`src/rtl/instr_fetch_unit.sv`:
```
// Instruction fetch unit: PC sequencer, single-outstanding memory request FSM and instruction FIFO.
// Optional macro FETCH_MISALIGN_CHECK_EN flags misaligned redirects and halts fetch.
module instr_fetch_unit #(
    parameter int                    ADDR_WIDTH = 32,
    parameter int                    DATA_WIDTH = 32,
    parameter logic [ADDR_WIDTH-1:0] RESET_PC   = 32'h0000_0000,
    parameter int                    FIFO_DEPTH = 2
) (
    input  logic                  i_clk,
    input  logic                  i_reset_n,
    output logic                  o_imem_req_valid,
    input  logic                  i_imem_req_ready,
    output logic [ADDR_WIDTH-1:0] o_imem_addr,
    input  logic                  i_imem_rsp_valid,
    input  logic [DATA_WIDTH-1:0] i_imem_rsp_data,
    input  logic                  i_redirect_valid,
    input  logic [ADDR_WIDTH-1:0] i_redirect_pc,
    output logic                  o_instr_valid,
    input  logic                  i_instr_ready,
    output logic [DATA_WIDTH-1:0] o_instr,
    output logic [ADDR_WIDTH-1:0] o_pc,
    output logic [6:0]            o_op_code,
    output logic [4:0]            o_rd,
    output logic [2:0]            o_funct3,
    output logic [4:0]            o_rs1,
    output logic [4:0]            o_rs2,
    output logic [6:0]            o_funct7,
    output logic                  o_misalign_err
);
    localparam int PW = $clog2(FIFO_DEPTH);
    localparam int CW = PW + 1;

    localparam logic [1:0] S_FETCH = 2'd0;
    localparam logic [1:0] S_WAIT  = 2'd1;
    localparam logic [1:0] S_FLUSH = 2'd2;

    logic [1:0]            state_q, state_d;
    logic [ADDR_WIDTH-1:0] pc_q, pc_d;
    logic [ADDR_WIDTH-1:0] req_addr_q, req_addr_d;
    logic [CW-1:0]         cnt_q, cnt_d;
    logic [PW-1:0]         wr_q, wr_d, rd_q, rd_d;
    logic                  err_q, err_d;
    logic                  run_q;
    logic [ADDR_WIDTH-1:0] fifo_pc_q   [FIFO_DEPTH];
    logic [DATA_WIDTH-1:0] fifo_data_q [FIFO_DEPTH];

    logic [ADDR_WIDTH-1:0] redir_pc;
    logic                  misalign;
    logic                  fire, push, pop;

`ifdef FETCH_MISALIGN_CHECK_EN
    assign redir_pc = i_redirect_pc;
    assign misalign = i_redirect_valid && (i_redirect_pc[1:0] != 2'b00);
`else
    logic unused_redir_lo;
    assign unused_redir_lo = ^i_redirect_pc[1:0];
    assign redir_pc = {i_redirect_pc[ADDR_WIDTH-1:2], 2'b00};
    assign misalign = 1'b0;
`endif

    // run_q keeps the request low during reset and issues the first fetch one cycle after release
    assign o_imem_req_valid = run_q && !err_q && (state_q == S_FETCH) && (cnt_q < CW'(FIFO_DEPTH));
    assign o_imem_addr      = pc_q;
    assign fire             = o_imem_req_valid && i_imem_req_ready;
    assign push             = (state_q == S_WAIT) && i_imem_rsp_valid;
    assign pop              = o_instr_valid && i_instr_ready;

    assign o_instr_valid  = (cnt_q != '0);
    assign o_instr        = fifo_data_q[rd_q];
    assign o_pc           = fifo_pc_q[rd_q];
    assign o_op_code      = o_instr[6:0];
    assign o_rd           = o_instr[11:7];
    assign o_funct3       = o_instr[14:12];
    assign o_rs1          = o_instr[19:15];
    assign o_rs2          = o_instr[24:20];
    assign o_funct7       = o_instr[31:25];
    assign o_misalign_err = err_q;

    always_comb begin
        state_d    = state_q;
        pc_d       = pc_q;
        req_addr_d = req_addr_q;
        cnt_d      = cnt_q;
        wr_d       = wr_q;
        rd_d       = rd_q;
        err_d      = err_q || misalign;
        if (i_redirect_valid) begin
            pc_d  = redir_pc;
            cnt_d = '0;
            wr_d  = '0;
            rd_d  = '0;
            // FLUSH only if a response is still owed after this cycle
            state_d = (fire || ((state_q != S_FETCH) && !i_imem_rsp_valid)) ? S_FLUSH : S_FETCH;
        end else begin
            unique case (state_q)
                S_FETCH: if (fire) begin
                    pc_d       = pc_q + ADDR_WIDTH'(4);
                    req_addr_d = pc_q;
                    state_d    = S_WAIT;
                end
                S_WAIT:  if (i_imem_rsp_valid) state_d = S_FETCH;
                S_FLUSH: if (i_imem_rsp_valid) state_d = S_FETCH;
                default: state_d = S_FETCH;
            endcase
            if (push) wr_d = wr_q + PW'(1);
            if (pop)  rd_d = rd_q + PW'(1);
            unique case ({push, pop})
                2'b10:   cnt_d = cnt_q + CW'(1);
                2'b01:   cnt_d = cnt_q - CW'(1);
                default: cnt_d = cnt_q;
            endcase
        end
    end

    always_ff @(posedge i_clk or negedge i_reset_n) begin
        if (!i_reset_n) begin
            state_q    <= S_FETCH;
            pc_q       <= RESET_PC;
            req_addr_q <= RESET_PC;
            cnt_q      <= '0;
            wr_q       <= '0;
            rd_q       <= '0;
            err_q      <= 1'b0;
            run_q      <= 1'b0;
            for (int i = 0; i < FIFO_DEPTH; i++) begin
                fifo_pc_q[i]   <= '0;
                fifo_data_q[i] <= '0;
            end
        end else begin
            state_q    <= state_d;
            pc_q       <= pc_d;
            req_addr_q <= req_addr_d;
            cnt_q      <= cnt_d;
            wr_q       <= wr_d;
            rd_q       <= rd_d;
            err_q      <= err_d;
            run_q      <= 1'b1;
            if (push && !i_redirect_valid) begin
                fifo_pc_q[wr_q]   <= req_addr_q;
                fifo_data_q[wr_q] <= i_imem_rsp_data;
            end
        end
    end
endmodule

```
`config.mk`:
```
export PLATFORM = sky130hd
export DESIGN_NAME = instr_fetch_unit
export DESIGN_NICKNAME = d
export VERILOG_FILES = /design/src/rtl/instr_fetch_unit.sv
export SDC_FILE = /design/constraint.sdc
export NUM_CORES = 1
export LEC_CHECK = 0
export BUFFER_PORTS_ARGS = -buffer_cell sky130_fd_sc_hd__buf_2
export CORE_ASPECT_RATIO = 0.7
export CORE_UTILIZATION = 42
export CTS_CLUSTER_SIZE = 30
export DETAILED_ROUTE_END_ITERATION = 6
export GPL_TIMING_DRIVEN = 0
export HOLD_SLACK_MARGIN = 0.12
export SYNTH_ARGS = -nofsm -noshare
export SYNTH_HDL_FRONTEND = slang
export SYNTH_SLANG_ARGS = --single-unit
export TNS_END_PERCENT = 5
```
`constraint.sdc`:
```
create_clock -name i_clk -period 2.3 [get_ports i_clk]
set_input_delay 0 -clock i_clk [delete_from_list [all_inputs] [get_ports i_clk]]
set_output_delay 0 -clock i_clk [all_outputs]
set_load 0.01 [all_outputs]
```
== Word level (Yosys, flattened, before mapping) ==
Index checks and enable logic that the tools add are counted.

* Add/subtract/negate cells: 5
* Order comparisons: 4
* Equality and inequality tests: 6
* Muxes and demuxes: 24
* Bitwise gates (word level): 3
* Reductions and logical operators: 23

{| class="wikitable"
|+ Operators with widths
! operator !! number
|-
| 32-bit 2-to-1 mux || 10
|-
| 64-bit bitwise mux || 2
|-
| 32-bit by 3-bit adder with 32-bit output, second input constant || 1
|-
| 32-bit demux with 1-bit select || 1
|-
| 2-bit nonzero test || 6
|-
| 2-bit 2-to-1 mux || 5
|-
| 1-bit logical AND || 8
|-
| 2-bit case mux with 2 select lines || 2
|-
| 2-bit by 1-bit equality test with 1-bit output, second input constant || 2
|-
| 2-bit equality test, second input constant || 2
|-
| 2-bit >= comparator, second input constant || 2
|-
| 1-bit 2-to-1 mux || 4
|-
| 1-bit NOT with 2-bit output || 2
|-
| 2-bit AND reduction || 2
|-
| 3-bit by 1-bit != test with 1-bit output, second input constant || 1
|-
| 3-bit != test, second input constant || 1
|-
| 3-bit AND reduction || 1
|-
| 3-bit nonzero test || 1
|-
| 1-bit adder, second input constant || 2
|-
| 2-bit by 1-bit adder with 2-bit output, second input constant || 1
|-
| 1-bit logical NOT || 2
|-
| 2-bit logical NOT || 1
|-
| 2-bit by 1-bit less-than comparator with 1-bit output, second input constant || 1
|-
| 2-bit less-than comparator, second input constant || 1
|-
| other kinds (4) || 4
|}

* Flip-flop bits (word level): 199
* Input port bits: 70
* Output and inout port bits: 131
* Word-level logic and storage cells: 76

== Logic depth before layout (Yosys ltp) ==
* Depth in word-level cells: 7
* Depth in mapped cells: 8

== Worst setup path before layout ==
Ideal clock, no wire load.

* Path type: register -> register
* Start point: register state_q[1]
* End point: register pc_q[20], in the netlist o_imem_addr[20]
* Library setup time: 82 ps
* Data arrival time: 1771 ps
* Slack: 447 ps
* Cell stages (with the launch flop): 8
* Path buffers: 1
* Path through: dfrtp_1 -> inv_1 -> ha_1 -> and4b_1 -> nand4_1 -> buf_2 -> or4_1 -> a31oi_1

* Cells in the longest elaborated chain, start to end: 6
* Elaborated cells between the ends (all ways): 7
* Those cells by class: reduce/logical (7)

{| class="wikitable"
|+ Ends and longest elaborated chain
! element !! line !! RTL
|-
| from (decl) || 37 || <nowiki>logic [1:0] state_q, state_d;</nowiki>
|-
| from (signal assigned) || 130 || <nowiki>state_q <= state_d;</nowiki>
|-
| 2-bit logical NOT * || 62, 95 ||
|-
| 1-bit logical AND (2 in series) || 62 || <nowiki>assign o_imem_req_valid = run_q && !err_q && (state_q == S_FETCH) && (cnt_q < CW'(FIFO_DEPTH));</nowiki>
|-
| 1-bit logical AND || 64 || <nowiki>assign fire = o_imem_req_valid && i_imem_req_ready;</nowiki>
|-
| 2-bit nonzero test (no line) || - ||
|-
| 2-bit AND reduction (no line) * || - ||
|-
| to (signal assigned) || 131 || <nowiki>pc_q <= pc_d;</nowiki>
|-
| to (decl) || 38 || <nowiki>logic [ADDR_WIDTH-1:0] pc_q, pc_d;</nowiki>
|}

Every way passes the cells marked *; elsewhere a longest branch is shown, timed or not.
A chain may end at the register's enable or synchronous reset.

== Final worst setup path ==
* Start point: register state_q[1]
* End point: register fifo_pc_q[48] in the netlist's numbering

* Cells in the longest elaborated chain, start to end: 3

{| class="wikitable"
|+ Ends and longest elaborated chain
! element !! line !! RTL
|-
| 2-bit by 1-bit equality test with 1-bit output || 65 || <nowiki>assign push = (state_q == S_WAIT) && i_imem_rsp_valid;</nowiki>
|-
| 1-bit logical AND || 65 ||
|-
| 1-bit logical AND || 138 || <nowiki>if (push && !i_redirect_valid) begin</nowiki>
|-
| to (signal, indexed assignment) || 139 || <nowiki>fifo_pc_q[wr_q] <= req_addr_q;</nowiki>
|-
| to (decl) || 44 || <nowiki>logic [ADDR_WIDTH-1:0] fifo_pc_q [FIFO_DEPTH];</nowiki>
|}

Every way passes these cells.

==> insert_results.sql <==
INSERT INTO impl_metrics (metric_group, metric, value, unit) VALUES
('outcome', 'status', 'finished, final reports clean', ''),
('critical_path', 'worst_ep_required_time', '2610', 'ps'),
('finish', 'area_growth_syn_to_layout', '30.1', '%'),
('placed_design', 'gpl.final_weighted_congestion', '0.816', ''),
('routing', 'wl_per_cell', '17.1', 'um'),
('timing', 'final-setup-viol-count', '0', ''),
('power', 'cellPowerDensity', '961', 'nW/um^2'),
('critical_path', 'crit_fanout', '10', ''),
('timing', 'timing_worst_slew_pin_value', '879', 'ps'),
('clocking', 'clk_pin_slew_worst_paths', '70', 'ps'),
('critical_path', 'crit_type', 'reg2reg', ''),
('grt', 'grt_start_max_net_pins', '112', ''),
('logic_synthesis', 'syn-mean-instance-area', '13.1', 'um^2'),
('critical_path', 'critical-path-top-delay-family', 'simple AND/OR/NAND/NOR gates', ''),
('clocking', 'clockBufferDepth', '2', ''),
('critical_path', 'worst_path_largest_cell_delay', '460', 'ps'),
('critical_path', 'worstPathCellList', 'inv_1, ha_1, nand2_1, nor3_4, clkbuf_4, mux2_2', ''),
('finish', 'design.final.nets', '1026', ''),
('routing', 'vias_per_cell', '5.09', ''),
('finish', 'most-common-layout-cells', '217 x mux2_2, 199 x buf_2, 191 x dfrtp_1, 65 x dlygate4sd3_1, 40 x buf_4', ''),
('routing', 'num_vias', '6294', ''),
('critical_path', 'worst-endpoint-arrival', '2530', 'ps'),
('placed_design', 'placed_area', '10200', 'um^2'),
('finish', 'most_common_cell_after_layout_fill_and_taps_aside', 'mux2_2', ''),
('logic_synthesis', 'register_bit_count_reported_by_yosys', '191', ''),
('clocking', 'cts_tree', 'done', ''),
('logic_synthesis', 'synth.top_cells.by_area', 'dfrtp_1 54%, mux2_2 28%, buf_4 3.2%', ''),
('finish', 'share_of_post_route_cells_with_drive_strength_above_1', '52.5', '%'),
('logic_synthesis', 'synth_sequential_area_ratio', '54.3', '%'),
('critical_path', 'critical_path_cell_with_the_highest_stage_delay', 'nor3_4', ''),
('timing', 'rsz_0062_raised_after_global_routing', 'yes', ''),
('timing', 'post-route-period-util', '96.1', '%'),
('power', 'vdd_ir_drop_max', '0.624', 'mV'),
('clocking', 'cell_at_the_root_of_the_clock_tree', 'clkbuf_16', ''),
('grt', 'grt_pass1_wl', '33.9', 'mm'),
('timing', 'achievable-frequency', '452', 'MHz'),
('floorplanning', 'die_area', '21500', 'um^2'),
('critical_path', 'timing.critical_path.buf_inv', '2', ''),
('floorplanning', 'dieWidth', '175', 'um'),
('routing', 'detailedRoute.firstPassIterationCount', '5', ''),
('finish', 'final_non_filler_cells', '1236', ''),
('routing', 'drt_wl_total', '21.1', 'mm'),
('floorplanning', 'top_level_ports', '201', ''),
('logic_synthesis', 'synthDominantCellAreaShare', '54.3', '%'),
('floorplanning', 'fp.dieH', '123', 'um'),
('timing', 'post_route_clock_skew', '13.5', 'ps'),
('placed_design', 'numPlacedInstances', '1138', ''),
('logic_synthesis', 'syn_inst', '671', ''),
('clocking', 'insertion_delay', '430', 'ps'),
('critical_path', 'cp-start-kind', 'register', ''),
('critical_path', 'setup.worst_path.end_class', 'register', ''),
('placed_design', 'port_buffers', '192', ''),
('grt', 'initial_antenna_violation_count', '0', ''),
('clocking', 'tritoncts.num_buffers', '17', ''),
('floorplanning', 'coreArea', '20200', 'um^2'),
('timing', 'slew_viol_final', '0', ''),
('logic_synthesis', 'yosysTopAreaCell', 'dfrtp_1', ''),
('clocking', 'cts-htree-levels', '4', ''),
('timing', 'relSlewSlack', '41.4', '%'),
('routing', 'antenna_violating_nets_post_route', '0', ''),
('floorplanning', 'initial_core_util', '43.6', '%'),
('routing', 'drt_iter0_drc', '303', ''),
('grt', 'grtUsageTotal', '20.4', '%'),
('floorplanning', 'rows', '43', ''),
('finish', 'stdcell_area', '11500', 'um^2'),
('logic_synthesis', 'synth_cell_type_count', '36', ''),
('worst_hold_path', 'holdCritPathClass', 'in2async', ''),
('placed_design', 'hpwl', '14.4', 'mm'),
('flow_run', 'maxcap_violations', '0', ''),
('logic_synthesis', 'synthesis.area', '8800', 'um^2'),
('timing', 'hold_slack', '176', 'ps'),
('power', 'static-leakage-power', '5.52', 'nW'),
('routing', 'drc', '0', ''),
('finish', 'diodes', '0', ''),
('timing', 'report.final.hold_viol_count', '0', ''),
('finish', 'fillers', '1748', ''),
('grt', 'via_count_of_the_first_global_routing_pass', '6207', ''),
('logic_synthesis', 'synth_warnings', '0', ''),
('clocking', 'cts_num_sinks', '191', ''),
('timing', 'final.min_clock_period', '2210', 'ps'),
('grt', 'grt_remaining_overflow', '0', '');
## worst paths after layout
path	from	end	slack (ps)	cells after the start
worst max-delay path	state_q[1]	fifo_pc_q[48]	90	6
worst min-delay path	i_reset_n	fifo_pc_q[18]	180	2
worst max register to register	state_q[1]	fifo_pc_q[48]	90	6
worst min register to register	fifo_data_q[8]	fifo_data_q[8]	500	1
max in group asynchronous	i_reset_n	req_addr_q[29]	1190	3
min in group i_clk	i_imem_req_ready	o_imem_addr[6]	180	5
## sequential cells by signal (all words and copies together), names as in the netlist
signal	flops
o_imem_addr	30
rd_q	1
run_q	1
req_addr_q	30
state_q	2
fifo_data_q	64
cnt_q	2
wr_q	1
fifo_pc_q	60
## power breakdown
part	switching, mW	internal [mW]	leakage, nW
logic	1.45	1.97	2.80
clock network	1.45	1.46	0.282
registers	0.502	4.17	2.44
## metrics by stage
| stage | power (mW) | util, % | setup TNS (ps) | worst slack, ps |
|---|---|---|---|---|
| global placement | 8.02 | 50.1 | -394420 | -2050 |
| detailed placement | 8.08 | 50.3 | -6200 | -129 |
| floorplan | 6.79 | - | 0 | 447 |
| global route | 11.7 | 56.8 | -2720 | -70.1 |
| CTS | 11.1 | 56.6 | -17.9 | -17.9 |
| finish | 11.0 | 56.8 | 0 | 89.5 |
## cell families (layout without fill, tap and decap cells)
kind of cell             count (synthesis)  count (layout)  synth area share, %
adder cells (fa/ha/maj)                  3               3                0.426
XOR/XNOR                                12              12                 1.19
AND/OR/NAND/NOR                        111             111                 6.92
multiplexers                           219             219                 28.0
other                                    2               6               0.0853
flip-flops                             191             191                 54.3
buffers and inverters                   77             368                 5.06
AO/OA/AOI/OAI                           56              56                 4.02
## cell usage after synthesis, drive strengths merged
library cell,count
xnor2,3
conb,2
nor2,24
o211ai,3
nand2b,1
or4,13
xor2,9
mux2,217
nand4,13
nor3,2
and4b,1
o21ai,17
nand3,10
and3,3
or3,8
o221a,1
a21boi,1
dfrtp,191
buf,51
nand2,23
and2,1
a22oi,1
inv,5
or2,1
clkbuf,21
mux2i,2
and4,7
o31ai,13
ha,3
and3b,1
nor2b,2
a21oi,2
a31oi,18
nand4b,1
## cell type report
cell class              instances  area, um^2  share of cell area (%)
flip-flops and latches        191        4780                    41.7
multi-input cells             407        3610                    31.5
repair buffers                260        1660                    14.5
plain buffers                  71         454                    3.96
clock buffers                  17         425                    3.71
well taps                     270         338                    2.95
clock inverters                15         164                    1.43
inverters                       5        18.8                   0.164
## metal layers
metal	global-route usage [%]	wire (um)	vias up	share of wire, %
met5	0	0	-	0
met4	3.86	165	0	0.78
met3	4.55	874	12	4.1
met2	31.1	9650	145	46
met1	29.9	10400	3168	49
li1	-	-	2969	-
## what timing repair did
action / in CTS / in global routing
pin swaps: 2 / 3
setup endpoints to repair: 157 / 59
hold endpoints to repair: 209 / 0
resized for setup: 10 / 11
hold buffers: 65 / 0
buffers inserted: 0 / 2
Power figures use the tool's default switching activity.
